--- src/rtl/ps2_pkg.sv ---
// ----------------------------------------------------------------------------
// ps2_pkg
// Shared definitions for the PS/2 host-side logic: transmitter state
// encoding, common keyboard command bytes, the device acknowledge byte and
// the parity helper used when a byte is latched for sending.
// ----------------------------------------------------------------------------
package ps2_pkg;

    // Host transmitter states.
    //   IDLE      : lines released, waiting for a byte
    //   INHIBIT   : host holds ps2_clk low to stop the device
    //   RTS       : clock released, start bit (data low) asserted
    //   DATA      : device-clocked shift of d0..d7, parity, stop
    //   ACK       : waiting for the device to pull data low on the 11th clock
    //   WAIT_IDLE : waiting for both lines to return high
    typedef enum logic [2:0] {
        IDLE      = 3'd0,
        INHIBIT   = 3'd1,
        RTS       = 3'd2,
        DATA      = 3'd3,
        ACK       = 3'd4,
        WAIT_IDLE = 3'd5
    } ps2_state_t;

    // Keyboard commands commonly sent by the host.
    localparam logic [7:0] CMD_RESET   = 8'hFF;
    localparam logic [7:0] CMD_SET_LED = 8'hED;
    localparam logic [7:0] CMD_ENABLE  = 8'hF4;

    // Byte the keyboard returns after accepting a command.
    localparam logic [7:0] ACK_BYTE    = 8'hFA;

    // PS/2 frames carry odd parity: the parity bit makes the total count of
    // ones across data + parity odd.
    function automatic logic odd_parity(input logic [7:0] b);
        return ~^b;
    endfunction

endpackage

--- src/rtl/ps2_line_sync.sv ---
// ----------------------------------------------------------------------------
// ps2_line_sync
// Conditions one raw PS/2 pad level for use in the clk domain: a 2-FF
// synchronizer followed by a glitch filter that only accepts a new level
// after FILTER_LEN consecutive identical synchronized samples. Also emits a
// one-cycle strobe when the filtered level goes from 1 to 0.
//
// Ports:
//   clk    in   system clock
//   rst    in   asynchronous active-high reset
//   pad    in   raw asynchronous pad level
//   level  out  synchronized, filtered level (resets to 1, the idle bus level)
//   fall   out  one-cycle strobe, filtered level went 1 -> 0
// ----------------------------------------------------------------------------
module ps2_line_sync #(
    parameter int FILTER_LEN = 8
) (
    input  logic clk,
    input  logic rst,
    input  logic pad,
    output logic level,
    output logic fall
);

    localparam int CW = (FILTER_LEN > 1) ? $clog2(FILTER_LEN) : 1;

    logic [1:0]    sync_q;
    logic [CW-1:0] cnt;

    // cnt counts consecutive samples that disagree with the current level;
    // any agreeing sample restarts the run, so short glitches never land.
    always_ff @(posedge clk or posedge rst) begin
        if (rst) begin
            sync_q <= 2'b11;
            cnt    <= '0;
            level  <= 1'b1;
            fall   <= 1'b0;
        end else begin
            sync_q <= {sync_q[0], pad};
            fall   <= 1'b0;
            if (sync_q[1] == level) begin
                cnt <= '0;
            end else if (cnt == CW'(FILTER_LEN - 1)) begin
                level <= sync_q[1];
                // New level is ~level here, so a 1 -> 0 move is old level 1.
                fall  <= level;
                cnt   <= '0;
            end else begin
                cnt <= cnt + 1'b1;
            end
        end
    end

endmodule

--- src/rtl/ps2_host_tx.sv ---
// ----------------------------------------------------------------------------
// ps2_host_tx
// PS/2 host-to-device transmitter. Sends one command byte to the keyboard
// using inhibit / request-to-send / device-clocked framing and checks the
// device acknowledge bit. The open-drain lines are controlled through
// output-enable pulls; the top level builds the tristates.
//
// Ports:
//   clk          in   system clock
//   rst          in   asynchronous active-high reset
//   tx_data      in   byte to send, captured on accept
//   tx_valid     in   request to send tx_data
//   tx_ready     out  high in IDLE only; accept = tx_valid & tx_ready
//   tx_busy      out  accept through the done/err pulse cycle
//   tx_done      out  one-cycle pulse: frame sent, ACK seen, bus idle
//   tx_err       out  one-cycle pulse: timeout or missing ACK
//   ps2_clk_in   in   raw ps2_clk pad level
//   ps2_data_in  in   raw ps2_data pad level
//   ps2_clk_oe   out  1 = pull ps2_clk low
//   ps2_data_oe  out  1 = pull ps2_data low
// ----------------------------------------------------------------------------
module ps2_host_tx
    import ps2_pkg::*;
#(
    parameter int INHIBIT_CYCLES = 10000,
    parameter int TIMEOUT_CYCLES = 2000000,
    parameter int FILTER_LEN     = 8
) (
    input  logic       clk,
    input  logic       rst,
    input  logic [7:0] tx_data,
    input  logic       tx_valid,
    output logic       tx_ready,
    output logic       tx_busy,
    output logic       tx_done,
    output logic       tx_err,
    input  logic       ps2_clk_in,
    input  logic       ps2_data_in,
    output logic       ps2_clk_oe,
    output logic       ps2_data_oe
);

    localparam int IW = $clog2(INHIBIT_CYCLES + 1);
    localparam int TW = $clog2(TIMEOUT_CYCLES + 1);

    ps2_state_t    state;
    logic [8:0]    shreg;     // {parity, data}, shifted out LSB first
    logic [3:0]    bit_cnt;   // device falls seen in this frame
    logic [IW-1:0] inh_cnt;
    logic [TW-1:0] tout_cnt;

    logic clk_level;
    logic clk_fall;
    logic data_level;
    logic unused_data_fall;   // the transmitter never needs data edges

    logic accept;
    logic timeout;

    assign accept  = tx_valid & tx_ready;
    assign timeout = (tout_cnt == TW'(TIMEOUT_CYCLES - 1));

    ps2_line_sync #(.FILTER_LEN(FILTER_LEN)) u_clk_sync (
        .clk   (clk),
        .rst   (rst),
        .pad   (ps2_clk_in),
        .level (clk_level),
        .fall  (clk_fall)
    );

    // Data is only sampled on filtered clock falls, which already lag the
    // pad by the clock filter, so a single-sample filter is enough here.
    ps2_line_sync #(.FILTER_LEN(1)) u_data_sync (
        .clk   (clk),
        .rst   (rst),
        .pad   (ps2_data_in),
        .level (data_level),
        .fall  (unused_data_fall)
    );

    always_ff @(posedge clk or posedge rst) begin
        if (rst) begin
            state       <= IDLE;
            tx_ready    <= 1'b1;
            tx_busy     <= 1'b0;
            tx_done     <= 1'b0;
            tx_err      <= 1'b0;
            ps2_clk_oe  <= 1'b0;
            ps2_data_oe <= 1'b0;
            shreg       <= '0;
            bit_cnt     <= '0;
            inh_cnt     <= '0;
            tout_cnt    <= '0;
        end else begin
            tx_done <= 1'b0;
            tx_err  <= 1'b0;

            case (state)
                // Ready/busy update here, one cycle after any pulse, so busy
                // covers the pulse cycle and a new accept cannot overlap it.
                IDLE: begin
                    ps2_clk_oe  <= 1'b0;
                    ps2_data_oe <= 1'b0;
                    tx_busy     <= 1'b0;
                    tx_ready    <= 1'b1;
                    if (accept) begin
                        shreg      <= {odd_parity(tx_data), tx_data};
                        bit_cnt    <= '0;
                        inh_cnt    <= '0;
                        ps2_clk_oe <= 1'b1;
                        tx_ready   <= 1'b0;
                        tx_busy    <= 1'b1;
                        state      <= INHIBIT;
                    end
                end

                // Host owns the clock; any device edges are ignored.
                INHIBIT: begin
                    if (inh_cnt == IW'(INHIBIT_CYCLES - 1)) begin
                        ps2_clk_oe  <= 1'b0;
                        ps2_data_oe <= 1'b1;   // start bit
                        tout_cnt    <= '0;
                        state       <= RTS;
                    end else begin
                        inh_cnt <= inh_cnt + 1'b1;
                    end
                end

                // First device fall: present d0.
                RTS: begin
                    if (clk_fall) begin
                        ps2_data_oe <= ~shreg[0];
                        shreg       <= shreg >> 1;
                        bit_cnt     <= 4'd1;
                        tout_cnt    <= '0;
                        state       <= DATA;
                    end else if (timeout) begin
                        ps2_clk_oe  <= 1'b0;
                        ps2_data_oe <= 1'b0;
                        tx_err      <= 1'b1;
                        state       <= IDLE;
                    end else begin
                        tout_cnt <= tout_cnt + 1'b1;
                    end
                end

                // Falls 2..9 present d1..d7 then parity; fall 10 releases
                // data so the device samples a stop bit of 1.
                DATA: begin
                    if (clk_fall) begin
                        tout_cnt <= '0;
                        bit_cnt  <= bit_cnt + 1'b1;
                        if (bit_cnt == 4'd9) begin
                            ps2_data_oe <= 1'b0;
                            state       <= ACK;
                        end else begin
                            ps2_data_oe <= ~shreg[0];
                            shreg       <= shreg >> 1;
                        end
                    end else if (timeout) begin
                        ps2_clk_oe  <= 1'b0;
                        ps2_data_oe <= 1'b0;
                        tx_err      <= 1'b1;
                        state       <= IDLE;
                    end else begin
                        tout_cnt <= tout_cnt + 1'b1;
                    end
                end

                // Device pulls data low across the 11th clock to acknowledge.
                ACK: begin
                    if (clk_fall) begin
                        tout_cnt <= '0;
                        if (!data_level) begin
                            state <= WAIT_IDLE;
                        end else begin
                            tx_err <= 1'b1;
                            state  <= IDLE;
                        end
                    end else if (timeout) begin
                        ps2_clk_oe  <= 1'b0;
                        ps2_data_oe <= 1'b0;
                        tx_err      <= 1'b1;
                        state       <= IDLE;
                    end else begin
                        tout_cnt <= tout_cnt + 1'b1;
                    end
                end

                WAIT_IDLE: begin
                    if (clk_level && data_level) begin
                        tx_done <= 1'b1;
                        state   <= IDLE;
                    end else if (timeout) begin
                        ps2_clk_oe  <= 1'b0;
                        ps2_data_oe <= 1'b0;
                        tx_err      <= 1'b1;
                        state       <= IDLE;
                    end else begin
                        tout_cnt <= tout_cnt + 1'b1;
                    end
                end

                default: begin
                    ps2_clk_oe  <= 1'b0;
                    ps2_data_oe <= 1'b0;
                    state       <= IDLE;
                end
            endcase
        end
    end

endmodule

--- config.mk ---
export PLATFORM = sky130hd
export DESIGN_NAME = ps2_host_tx
export DESIGN_NICKNAME = d
export VERILOG_FILES = /design/src/rtl/ps2_pkg.sv /design/src/rtl/ps2_line_sync.sv /design/src/rtl/ps2_host_tx.sv
export SDC_FILE = /design/constraint.sdc
export NUM_CORES = 1
export LEC_CHECK = 0
export ABC_CLOCK_PERIOD_IN_PS = 2800
export CAP_MARGIN = 0
export CORE_MARGIN = 2
export CORE_UTILIZATION = 55
export CTS_CLUSTER_DIAMETER = 50
export DETAILED_ROUTE_END_ITERATION = 12
export DONT_BUFFER_PORTS = 1
export GPL_TIMING_DRIVEN = 0
export PLACE_DENSITY = 0.8
export SYNTH_ARGS = -nofsm -noshare
export SYNTH_HDL_FRONTEND = slang
export SYNTH_SLANG_ARGS = --single-unit
--- constraint.sdc ---
create_clock -name clk -period 2.8 [get_ports clk]
set_clock_uncertainty 0.1 [all_clocks]
set_input_delay 0.84 -clock clk [delete_from_list [all_inputs] [get_ports clk]]
set_output_delay 0.84 -clock clk [all_outputs]
set_load 0.1 [all_outputs]
* Word-level counts from Yosys, hierarchy flattened
Index checks and enable logic that the tools add are counted. Widths: inputs -> output; s select.
Storage, ports and cells: output and inout bits 6, bits in registers 68, bits of input ports 13
Cells by class: bitwise logic cells 5, add/subtract/negate cells 5, equality and inequality tests 21, reduce and logical (&&, ||, !) cells 17, multiplexer cells 56
Operators with widths (number):
- $mux 21 | 4
- $pmux 21 s3 | 1
- $mux 9 | 4
- $mux 3 | 11
- $mux 14 | 2
- $pmux 14 s2 | 1
- $pmux 9 s3 | 1
- $mux 1 | 24
- $add 21x1->21 const B | 1
- $eq 21x21->1 const B | 1
- $pmux 3 s6 | 1
- $reduce_and 3->1 | 5
- $add 14x1->14 const B | 1
- $eq 14x14->1 const B | 1
- $ne 2x2->1 const B | 7
- $mux 4 | 3
- $pmux 4 s3 | 1
- $eq 3x3->1 const B | 3
- $reduce_xnor 8->1 | 1
- $eq 3x2->1 const B | 2
- $reduce_bool 3->1 | 2
- $pmux 1 s5 | 1
- $reduce_and 5->1 | 1
- $add 4x1->4 const B | 1
- other kinds (18) | 24

* Longest topological paths before layout
Gate-level depths: netlist of the first run.
depth after elaboration 4, mapped depth 9

* Cells and area by module
A second synthesis of the first run with hierarchy kept.
Unflattened totals: cells, all modules 392, area, all modules 3687.3 um^2
Modules (own cells, without submodules):
- ps2_host_tx | times used 1, cells each 368, area each 3285.7 um^2, seq. area each 1427.6 um^2
- ps2_line_sync at u_clk_sync | times used 1, cells each 16, area each 262.8 um^2, seq. area each 178.9 um^2
- ps2_line_sync at u_data_sync | times used 1, cells each 8, area each 138.9 um^2, seq. area each 103.8 um^2

* Worst setup path before layout of the first run
No wires, ideal clock.
path kind reg2reg, start register inh_cnt[11], end register tout_cnt[9], cell stages (with the launch flop) 7, path buffers 1, arrival time 2.031 ns, setup slack 0.600 ns, clock period less this slack 2.200 ns, library setup time 0.069 ns, cell sequence dfrtp_1 or4_4 nor4_4 o21ai_1 buf_2 or4_1 nand3_1
Between the ends: longest elaborated chain between the ends 3
Ends and longest elaborated chain:
- start, declared | RTL line ps2_host_tx.sv:49 | logic [IW-1:0] inh_cnt;
- start signal, assigned | RTL line ps2_host_tx.sv:125 | inh_cnt <= inh_cnt + 1'b1;
- $eq 14x14->1 | RTL line ps2_host_tx.sv:119 | if (inh_cnt == IW'(INHIBIT_CYCLES - 1)) begin
- $ne 2x2->1 (no source line)
- $reduce_and 3->1 (no source line)
- end signal, assigned | RTL line ps2_host_tx.sv:143 | tout_cnt <= tout_cnt + 1'b1;
- end signal, assigned | RTL line ps2_host_tx.sv:166 | tout_cnt <= tout_cnt + 1'b1;
- end signal, assigned | RTL line ps2_host_tx.sv:186 | tout_cnt <= tout_cnt + 1'b1;
- end, declared | RTL line ps2_host_tx.sv:50 | logic [TW-1:0] tout_cnt;
Every way passes these cells. A chain may end at the register's enable or synchronous reset.

* Worst setup path in the final report of the first run
start register tout_cnt[0], end register tout_cnt[18]
Between the ends: longest elaborated chain between the ends 4, elaborated cells between the ends (all ways) 6, those cells by class add/sub (1); eq/ne (1); mux (4)
Ends and longest elaborated chain:
- $add 21x1->21 or $eq 21x21->1 (tied branches)
- $mux 21 *
- $mux 21, on equally long branches | RTL line ps2_host_tx.sv:191, ps2_host_tx.sv:172
- $pmux 21 s3 * | RTL line ps2_host_tx.sv:98 | case (state)
Mark *: on every way between the ends. The rest lies on a longest branch, timed or not. The select of a mux whose other input is x is not followed.

==> results of run 1 <==
-- per-layer routing --
| layer | up-vias | wire [um] | GRT usage [%] |
|---|---|---|---|
| li1 | 1466 | - | - |
| met1 | 1432 | 3570 | 31.4 |
| met2 | 76 | 3720 | 36.9 |
| met3 | 18 | 439 | 6.13 |
| met4 | 0 | 157 | 11.8 |
| met5 | - | 0 | 0 |
-- stage by stage --
stage	setup WS [ps]	hold WS [ps]
detailed placement	170	254
finish	81.2	268
floorplan	188	245
CTS	162	266
global placement	-479	246
global route	-37.6	273
-- worst paths after layout --
| kind | start | end | depth (start not counted) |
|---|---|---|---|
| max in group asynchronous | rst | inh_cnt[6] | 2 |
| hold / removal | u_data_sync.sync_q[0] | u_data_sync.sync_q[1] | 0 |
| min in group asynchronous | rst | tout_cnt[4] | 1 |
| hold reg to reg | u_data_sync.sync_q[0] | u_data_sync.sync_q[1] | 0 |
| setup reg to reg | tout_cnt[0] | tout_cnt[18] | 6 |
| setup / recovery | tout_cnt[0] | tout_cnt[18] | 6 |
-- worst max-delay path, stage by stage, from the launching register on --
cell	delay [ps]
dfrtp_1	420
ha_1	280
nand3_1	180
nor4_1	980
a41oi_1	250
o21ai_0	260
o31ai_1	120
-- registers in the layout, indices dropped and copies added (netlist names) --
signal / count
tout_cnt: 21
inh_cnt: 14
shreg: 9
bit_cnt: 4
state: 3
u_clk_sync.cnt: 3
u_clk_sync.sync_q: 2
u_data_sync.sync_q: 2
ps2_clk_oe: 1
ps2_data_oe: 1
tx_busy: 1
tx_done: 1
tx_err: 1
tx_ready: 1
u_clk_sync.fall: 1
u_clk_sync.level: 1
u_data_sync.level: 1
-- logic make-up after synthesis --
| kind of cell | Yosys count | share of synthesized area (%) |
|---|---|---|
| xor gates and xnor gates | 19 | 4.57 |
| buffers and inverters | 33 | 3.47 |
| and+or+nand+nor | 145 | 21.3 |
| adders and majority gates | 6 | 2.06 |
| DFF | 67 | 46.3 |
| AOI/OAI and AO/OA | 111 | 19.0 |
| muxes | 12 | 3.37 |
-- power by group through the flow --
stage	combinational, uW	sequential (uW)	clock, uW
floorplan	86.0	1040	0
global placement	95.3	1050	0
detailed placement	106	1050	0
CTS	106	1030	993
global route	124	1040	1040
finish	102	1030	979
-- cell type report --
| cell class | instances | area, um^2 |
|---|---|---|
| clock buffers | 10 | 128 |
| plain buffers | 22 | 85.1 |
| fillers | 515 | 2370 |
| inverters | 11 | 41.3 |
| well taps | 77 | 96.3 |
| repair buffers | 1 | 20.0 |
| flip-flops and latches | 67 | 1690 |
| multi-input cells | 293 | 1850 |
| clock inverters | 6 | 114 |
-- Yosys cell counts, drive strengths merged (3+ instances only) --
library cell  number
nor3               7
o31ai              4
nor4b              3
buf                3
o21ai             45
nor2              29
a31oi             11
nor2b              5
nand4              8
nor4               4
ha                 6
and4               6
inv               11
nor3b              3
a211oi             9
or4                3
nand2             35
a21oi             14
mux2i             10
clkbuf            19
nand3             20
xnor2             19
dfstp              7
dfrtp             60
a21o               7
and3               6
nand2b             7
-- timing repair --
item                                    CTS  global route
setup buffers                             0             0
resized for setup                         0             4
endpoints found under the setup margin    0            20
==> impl_metrics.csv, run 1 <==
group,metric,value,unit
outcome,status,"completed",
clock_tree,clkSinkCount,67,
sta,rsz0062_at_grt,"true",
run,max_cap_violations,0,
pwr,combPwrFrac,4.8,%
floorplan,dieArea,7290,um^2
grt,antenna_found_initial,0,
sta,final_hold_viol_count,0,
logic_synthesis,syn_nets,412,
logic_synthesis,synth-edff-count,0,
placement,gp_congestion,0.860,
logic_synthesis,synthArstFlopShare,100,%
sta,fin_crit_sh,97.1,%
placement,dp_hpwl,5450,um
routing,first_iter_violations,164,
pwr,p_switching,462,uW
floorplan,num_rows,29,
floorplan,start_util,57.0,%
routing,vias_per_cell,6.14,
sta,tns,0,ps
critical_path,timing.reg2reg.setup_slack,80,ps
placement,place.port_buffers,0,
sta,fmax,0.368,GHz
logic_synthesis,yosysSeqAreaShare,46.3,%
logic_synthesis,netlist_instances,393,
pwr,ir_drop,346,uV
logic_synthesis,avgSynthCellArea,9.27,um^2
logic_synthesis,yosys_warnings,0,
clock_tree,cts_root_buf,"clkbuf_8",
floorplan,ioPinCount,19,
layout,synthToLayoutAreaGrowth,10.2,%
layout,diodes,0,
hold_path,hold_path.class,"flip-flop to flip-flop",
grt,gr-total-overflow,0,
logic_synthesis,ys_top_cells_by_area,"dfrtp_1, o21ai_0, dfstp_2",
pwr,power_density,527,nW/um^2
grt,grt_max_degree,39,
sta,slew-limit-headroom,13.8,%
grt,grt_usage,23.9,%
sta,finalSetupViolCount,0,
logic_synthesis,synth_top_area_cell,"dfrtp_1",
layout,finalCoreUtilization,62.9,%
clock_tree,cts_tree,"done",
routing,dr.pass1.iters,5,
clock_tree,hold_buffers,0,
layout,final_common_cell,"dfrtp_1",
floorplan,die_y,85.4,um
clock_tree,clock_latency,350,ps
pwr,power_frac_seq,48.9,%
clock_tree,cts_made_buffers,9,
floorplan,dieWidth,85.4,um
critical_path,cp-end-kind,"flip-flop",
pwr,pwr-share-clk,46.3,%
layout,drive_gt1_share,9.02,%
logic_synthesis,synth_cell_type_count,54,
sta,slew_violations,0,
critical_path,crit_type,"flip-flop to flip-flop",
routing,drc,0,
sta,tightest_slew,1280,ps
sta,period_minus_slack,2720,ps
placement,dp.cells,471,
pwr,total_power,2110,uW
critical_path,worstSetupStartpointType,"flip-flop",
layout,postLayoutCellArea,4020,um^2
routing,vias,2992,
logic_synthesis,synth_seq_cells,67,
critical_path,worstPathMaxFanout,7,
critical_path,required,2920,ps
clock_tree,clockBufferDepth,2,
logic_synthesis,dominantRegCellSynth,"dfrtp_1",
floorplan,core-area,6390,um^2
pwr,power.internal,1650,uW
routing,routed_wl,7890,um
layout,num-nets-final,424,
clock_tree,h-tree-depth,3,
pwr,switching_share,21.9,%
placement,place_area,3760,um^2
routing,wl_per_cell,16.2,um
logic_synthesis,synthesis.area,3640,um^2
pwr,p_leak,0.00176,uW
critical_path,cp.arrival,2840,ps
routing,antenna_left,0,
logic_synthesis,yosys.area.top_type_share,41.2,%
layout,final_cell_count_no_fill,487,
layout,most-common-layout-cells,"dfrtp_1, o21ai_0, nand2_1, nor2_1",
clock_tree,clk_pin_slew,80,ps
grt,grt_pass1_vias,2910,
grt,grt_pass1_wl,13700,um
No activity file was read; power rests on OpenSTA's default activity.
==> run 2: changes to the inputs <==
Settings changed: ABC_AREA set to 1.
==> impl_metrics.csv, run 2 <==
group,metric,value,unit
layout,finalCoreUtilization,61.4,%
sta,period_minus_slack,2230,ps
critical_path,crit_type,"flip-flop to output port",
logic_synthesis,avgSynthCellArea,7.33,um^2
critical_path,timing.reg2reg.setup_slack,610,ps
clock_tree,clock_latency,340,ps
clock_tree,cts_setup_buffers,0,
routing,vias_per_cell,5.43,
clock_tree,post_cts_resize_count,0,
clock_tree,clk_pin_slew,60,ps
logic_synthesis,syn_nets,577,
logic_synthesis,synth_top_area_cell,"dfrtp_1",
layout,most-common-layout-cells,"nand2_1, inv_1, nor2_1, dfrtp_1, nand3_1",
logic_synthesis,netlist_instances,558,
logic_synthesis,synthesis.area,4090,um^2
hold_path,min_path_cells,0,
logic_synthesis,synth-edff-count,0,
clock_tree,h-tree-depth,3,
layout,fillers,650,
grt,antenna_found_initial,0,
logic_synthesis,synth.most_common_cell,"nand2_1",
routing,first_iter_violations,273,
critical_path,required,1860,ps
critical_path,timing.rr.start,"inh_cnt[0]",
floorplan,start_util,56.7,%
sta,slew-limit-headroom,37.5,%
critical_path,worstRegToRegCells,11,
routing,dr.pass1.iters,5,
critical_path,worstReg2RegEnd,"tout_cnt[0]",
outcome,status,"completed",
clock_tree,clockBufferDepth,2,
clock_tree,clkSinkCount,67,
critical_path,worstSetupStartpointType,"flip-flop",
routing,routed_wl,8850,um
pwr,p_leak,0.00203,uW
sta,rsz0062_at_grt,"false",
sta,slew_violations,0,
sta,finalSetupViolCount,0,
clock_tree,cts_made_buffers,9,
sta,tightest_slew,937,ps
routing,drc,0,
layout,drive_gt1_share,10.6,%
logic_synthesis,yosysSeqAreaShare,41.2,%
layout,final_common_cell,"nand2_1",
hold_path,hp-start,"u_clk_sync.sync_q[0]",
grt,grt_pass1_vias,3495,
layout,synthToLayoutAreaGrowth,8.36,%
floorplan,ioPinCount,19,
logic_synthesis,yosys_warnings,0,
grt,grt_pass1_wl,15500,um
logic_synthesis,dominantRegCellSynth,"dfrtp_1",
floorplan,dieArea,8140,um^2
clock_tree,cts_tree,"done",
layout,largest_registers,"tout_cnt x21, inh_cnt x14, shreg x9",
floorplan,die_y,90.2,um
logic_synthesis,synth_commonest_cells,"nand2_1, inv_1, nor2_1, dfrtp_1, nand3_1",
critical_path,cp-end-kind,"output port",
floorplan,num_rows,31,
run,max_cap_violations,0,
grt,gr-total-overflow,0,
sta,final_hold_viol_count,0,
pwr,power_density,846,nW/um^2
hold_path,hold_path_end,"u_clk_sync.sync_q[1]",
sta,fin_crit_sh,79.5,%
hold_path,hold_path.class,"flip-flop to flip-flop",
floorplan,dieWidth,90.2,um
logic_synthesis,synthArstFlopShare,100,%
placement,dp_hpwl,6400,um
layout,diodes,0,
placement,gp_congestion,0.937,
logic_synthesis,synth_seq_cells,67,
grt,grt_usage,23.3,%
logic_synthesis,synth_cell_type_count,39,
routing,vias,3657,
grt,grt_max_degree,44,
sta,fmax,0.449,GHz
pwr,ir_drop,514,uV
placement,place.port_buffers,0,
routing,wl_per_cell,13.1,um
sta,fin_hold_ws,257,ps
logic_synthesis,ys_top_cells_by_area,"dfrtp_1, nand2_1, inv_1",
clock_tree,cts_root_buf,"clkbuf_8",
layout,top_register,"tout_cnt",
layout,num-nets-final,589,
critical_path,worstPathMaxFanout,3,
critical_path,cp.arrival,1290,ps
logic_synthesis,yosys.area.top_type_share,36.7,%
floorplan,core-area,7210,um^2
layout,largest_reg_flops,21,
routing,antenna_left,0,
clock_tree,hold_buffers,0,
==> run 2: cell types whose count changed in the layout (fill, tap and decap cells not counted), moves of 9 or more <==
cell      delta
nand2_1    +113
inv_1       +59
nor2_1      +35
nand3_1     +28
o21ai_0     -24
clkbuf_1    -15
a31oi_1     -10
mux2i_1     -10
nand4_1     +10
xnor2_1     -10
a211oi_1     -9
==> run 2: worst max-delay path by stage <==
| stage | from | to | slack, ps | cells past startpoint |
|---|---|---|---|---|
| final | ps2_data_oe | ps2_data_oe | 570 | 0 |
| after global routing | inh_cnt[0] | tout_cnt[5] | 470 | 11 |
| after CTS | ps2_data_oe | ps2_data_oe | 560 | 0 |
| after detailed placement | inh_cnt[0] | tout_cnt[0] | 670 | 11 |
| after global placement | rst | tx_done | -500 | 1 |
| after floorplan | rst | bit_cnt[0] | 190 | 1 |
==> run 2: layout make-up <==
class / count / area [um^2] / share of cell area, %
Multi-Input combinational cell: 403 / 2030 / 45.8
Sequential cell: 67 / 1690 / 38.1
Inverter: 77 / 294 / 6.64
Clock buffer: 14 / 163 / 3.67
Tap cell: 99 / 124 / 2.80
Buffer: 11 / 78.8 / 1.78
Clock inverter: 2 / 35.0 / 0.791
Timing Repair Buffer: 1 / 20.0 / 0.452
==> run 2: cell families (layout without fill, tap and decap cells) <==
kind of cell / count (synthesis) / in the layout / synth area share [%]
compound gates: 68 / 68 / 10.1
buf+inv: 88 / 105 / 9.12
simple gates: 314 / 314 / 34.5
xor+xnor: 15 / 15 / 3.21
fa+ha+maj: 6 / 6 / 1.84
flops: 67 / 67 / 41.2
==> run 2: through the flow <==
step | worst slack [ps] | TNS, ps | power [uW] | instance area [um^2] | cells
5_1_grt | 474 | 0 | 4030 | 4430 | 674
6_report | 573 | 0 | 3750 | 4430 | 674
3_5_place_dp | 668 | 0 | 2940 | 4230 | 658
4_1_cts | 555 | 0 | 3770 | 4430 | 674
3_3_place_gp | -501 | -29800 | 2890 | 4210 | 657
2_1_floorplan | 188 | 0 | 2620 | 4090 | 558
==> run 2: layer usage <==
layer | track usage (%) | routed length [um] | up-vias
met1 | 30.2 | 3980 | 1697
met2 | 38.5 | 4250 | 97
met5 | 0 | 0 | -
met4 | 11.0 | 225 | 0
met3 | 3.69 | 399 | 25
li1 | - | - | 1838
==> run 2: power by group <==
group / internal [uW] / switching (uW)
Sequential: 1180 / 341
Combinational: 488 / 924
Clock: 461 / 357
==> run 3: changes to the inputs <==
Settings changed: ABC_AREA 1 to 0, ABC_CLOCK_PERIOD_IN_PS 2800 to 1900, PLACE_DENSITY 0.8 to 0.83.
Clock period 2.8 ns to 1.9 ns, I/O delays scaled along.
==> impl_metrics.csv, run 3 (synthesis results as in run 1) <==
group,metric,value,unit
layout,top_register,"tout_cnt",
layout,fillers,403,
grt,grt_pass1_vias,3127,
layout,most-common-layout-cells,"dfrtp_1, nor2_1, nand2_1, o21ai_1, buf_4",
grt,grt_max_degree,35,
placement,place.port_buffers,0,
sta,fmax,0.455,GHz
routing,first_iter_violations,177,
critical_path,worstSetupStartpointType,"flip-flop",
critical_path,worstRegToRegCells,7,
sta,tns,-6750,ps
critical_path,crit_family,"simple AND/OR/NAND/NOR gates",
sta,final_hold_viol_count,0,
layout,finalCoreUtilization,72.9,%
sta,slew-limit-headroom,49.2,%
sta,period_minus_slack,2200,ps
outcome,status,"complete, but fails checks",
outcome,failed_checks,"negative setup slack",
hold_path,hold_path.class,"input port to flip-flop",
clock_tree,clk_pin_slew,80,ps
critical_path,crit_chain,"or4_4, nor4_4, buf_4, o21ai_2, buf_6, or4_1, nand3_1",
grt,grt_pass1_wl,15000,um
grt,grt_usage,26.2,%
clock_tree,cts_made_buffers,9,
clock_tree,clkSinkCount,67,
layout,diodes,0,
pwr,pwr-share-clk,40.0,%
critical_path,worstReg2RegEnd,"tout_cnt[9]",
critical_path,cp.buffers_inverters,2,
grt,gr-total-overflow,0,
clock_tree,cts_tree,"done",
routing,routed_wl,9620,um
routing,wl_per_cell,18.8,um
critical_path,worstPathMaxFanout,7,
placement,place_ws,-585,ps
run,max_cap_violations,0,
clock_tree,clock_latency,360,ps
layout,drive_gt1_share,32.6,%
layout,num-nets-final,450,
pwr,power_frac_seq,54.3,%
layout,synthToLayoutAreaGrowth,27.9,%
placement,dp_hpwl,5290,um
critical_path,timing.reg2reg.setup_slack,-300,ps
floorplan,num_rows,29,
critical_path,required,2090,ps
layout,layout.area.seq,1700,um^2
critical_path,max_stage_delay,570,ps
clock_tree,h-tree-depth,3,
sta,finalSetupViolCount,49,
pwr,power.internal,2140,uW
layout,largest_reg_flops,21,
sta,rsz0062_at_grt,"true",
routing,drc,0,
clock_tree,hold_buffers,0,
critical_path,timing.rr.start,"inh_cnt[7]",
sta,fin_crit_sh,116,%
hold_path,min_path_cells,0,
floorplan,dieWidth,85.4,um
routing,dr.pass1.iters,5,
critical_path,slowest_stage,"or4_4",
pwr,power_density,603,nW/um^2
hold_path,hp-start,"ps2_data_in",
sta,tightest_slew,760,ps
floorplan,die_y,85.4,um
sta,slew_violations,0,
pwr,switching_share,23.7,%
placement,gp_congestion,0.895,
floorplan,start_util,57.0,%
pwr,combPwrFrac,5.7,%
grt,antenna_found_initial,0,
floorplan,ioPinCount,19,
critical_path,cp.arrival,2390,ps
routing,antenna_left,0,
critical_path,crit_type,"flip-flop to flip-flop",
hold_path,hold_path_end,"u_data_sync.sync_q[0]",
routing,vias_per_cell,6.42,
routing,vias,3295,
floorplan,core-area,6390,um^2
clock_tree,cts_root_buf,"clkbuf_8",
sta,fin_hold_ws,101,ps
pwr,p_leak,0.00203,uW
floorplan,dieArea,7290,um^2
pwr,p_switching,666,uW
sta,fin_ws,-299,ps
pwr,ir_drop,468,uV
clock_tree,clockBufferDepth,2,
critical_path,cp-end-kind,"flip-flop",
layout,multi_input_area,2190,um^2
layout,largest_registers,"tout_cnt x21, inh_cnt x14, shreg x9",
layout,final_common_cell,"dfrtp_1",
-- run 3: changes by cell type in the layout (fill, tap and decap cells not counted), sizes merged, moves of 8 or more --
cell    delta
a211oi     +9
a31oi     +10
buf       +25
clkbuf    +12
inv       -67
mux2i     +10
nand2    -119
nand3     -29
nand4     -10
nor2      -45
nor3       -8
o21ai     +12
xnor2     +10
-- run 3: repair_timing --
item	4_1_cts	5_1_grt
endpoints found under the setup margin	60	53
gates resized for setup	77	66
gates cloned	4	0
setup buffers	22	7
pin swaps	20	20
-- run 3: stage by stage --
step / total power [uW] / area, um^2 / std cells
6_report: 2810 / 4660 / 513
4_1_cts: 2800 / 4440 / 507
2_1_floorplan: 1660 / 3740 / 393
3_5_place_dp: 1700 / 3850 / 471
5_1_grt: 2890 / 4660 / 513
3_3_place_gp: 1690 / 3830 / 470
-- run 3: cell type report --
type	count	share of cell area, %
buffer	19	3.55
clock buffer	14	3.71
clock inverter	2	0.215
inverter	11	0.967
multi-input combinational	293	47.0
sequential	67	36.4
tap	77	2.07
timing repair buffer	30	6.02
-- run 3: per-layer routing --
metal,up-vias,track usage [%],routed length [um]
li1,1517,-,-
met1,1651,33.7,4090
met2,106,42.7,4820
met3,21,6.03,512
met4,0,11.3,203
met5,-,0,0
-- run 3: worst max path at each step --
stage | startpoint | end | slack (ps) | cells past startpoint
floorplan | inh_cnt[7] | tout_cnt[9] | -100 | 6
global placement | state[1] | shreg[0] | -590 | 6
detailed placement | state[1] | shreg[0] | -590 | 6
CTS | inh_cnt[7] | tout_cnt[9] | -230 | 6
global route | inh_cnt[7] | tout_cnt[9] | -360 | 7
finish | inh_cnt[7] | tout_cnt[9] | -300 | 7
-- run 3: power groups by stage --
stage	clock [uW]	combinational (uW)	sequential [uW]
floorplan	0	127	1540
global placement	0	143	1550
detailed placement	0	153	1550
CTS	1120	160	1520
global route	1180	181	1530
finish	1120	160	1520
-- run 3: worst register-to-register path: stages (launching register included) --
cell,delay [ps]
dfrtp_1,380
or4_4,570
nor4_4,190
buf_4,180
o21ai_2,80
buf_6,160
or4_1,390
nand3_1,80
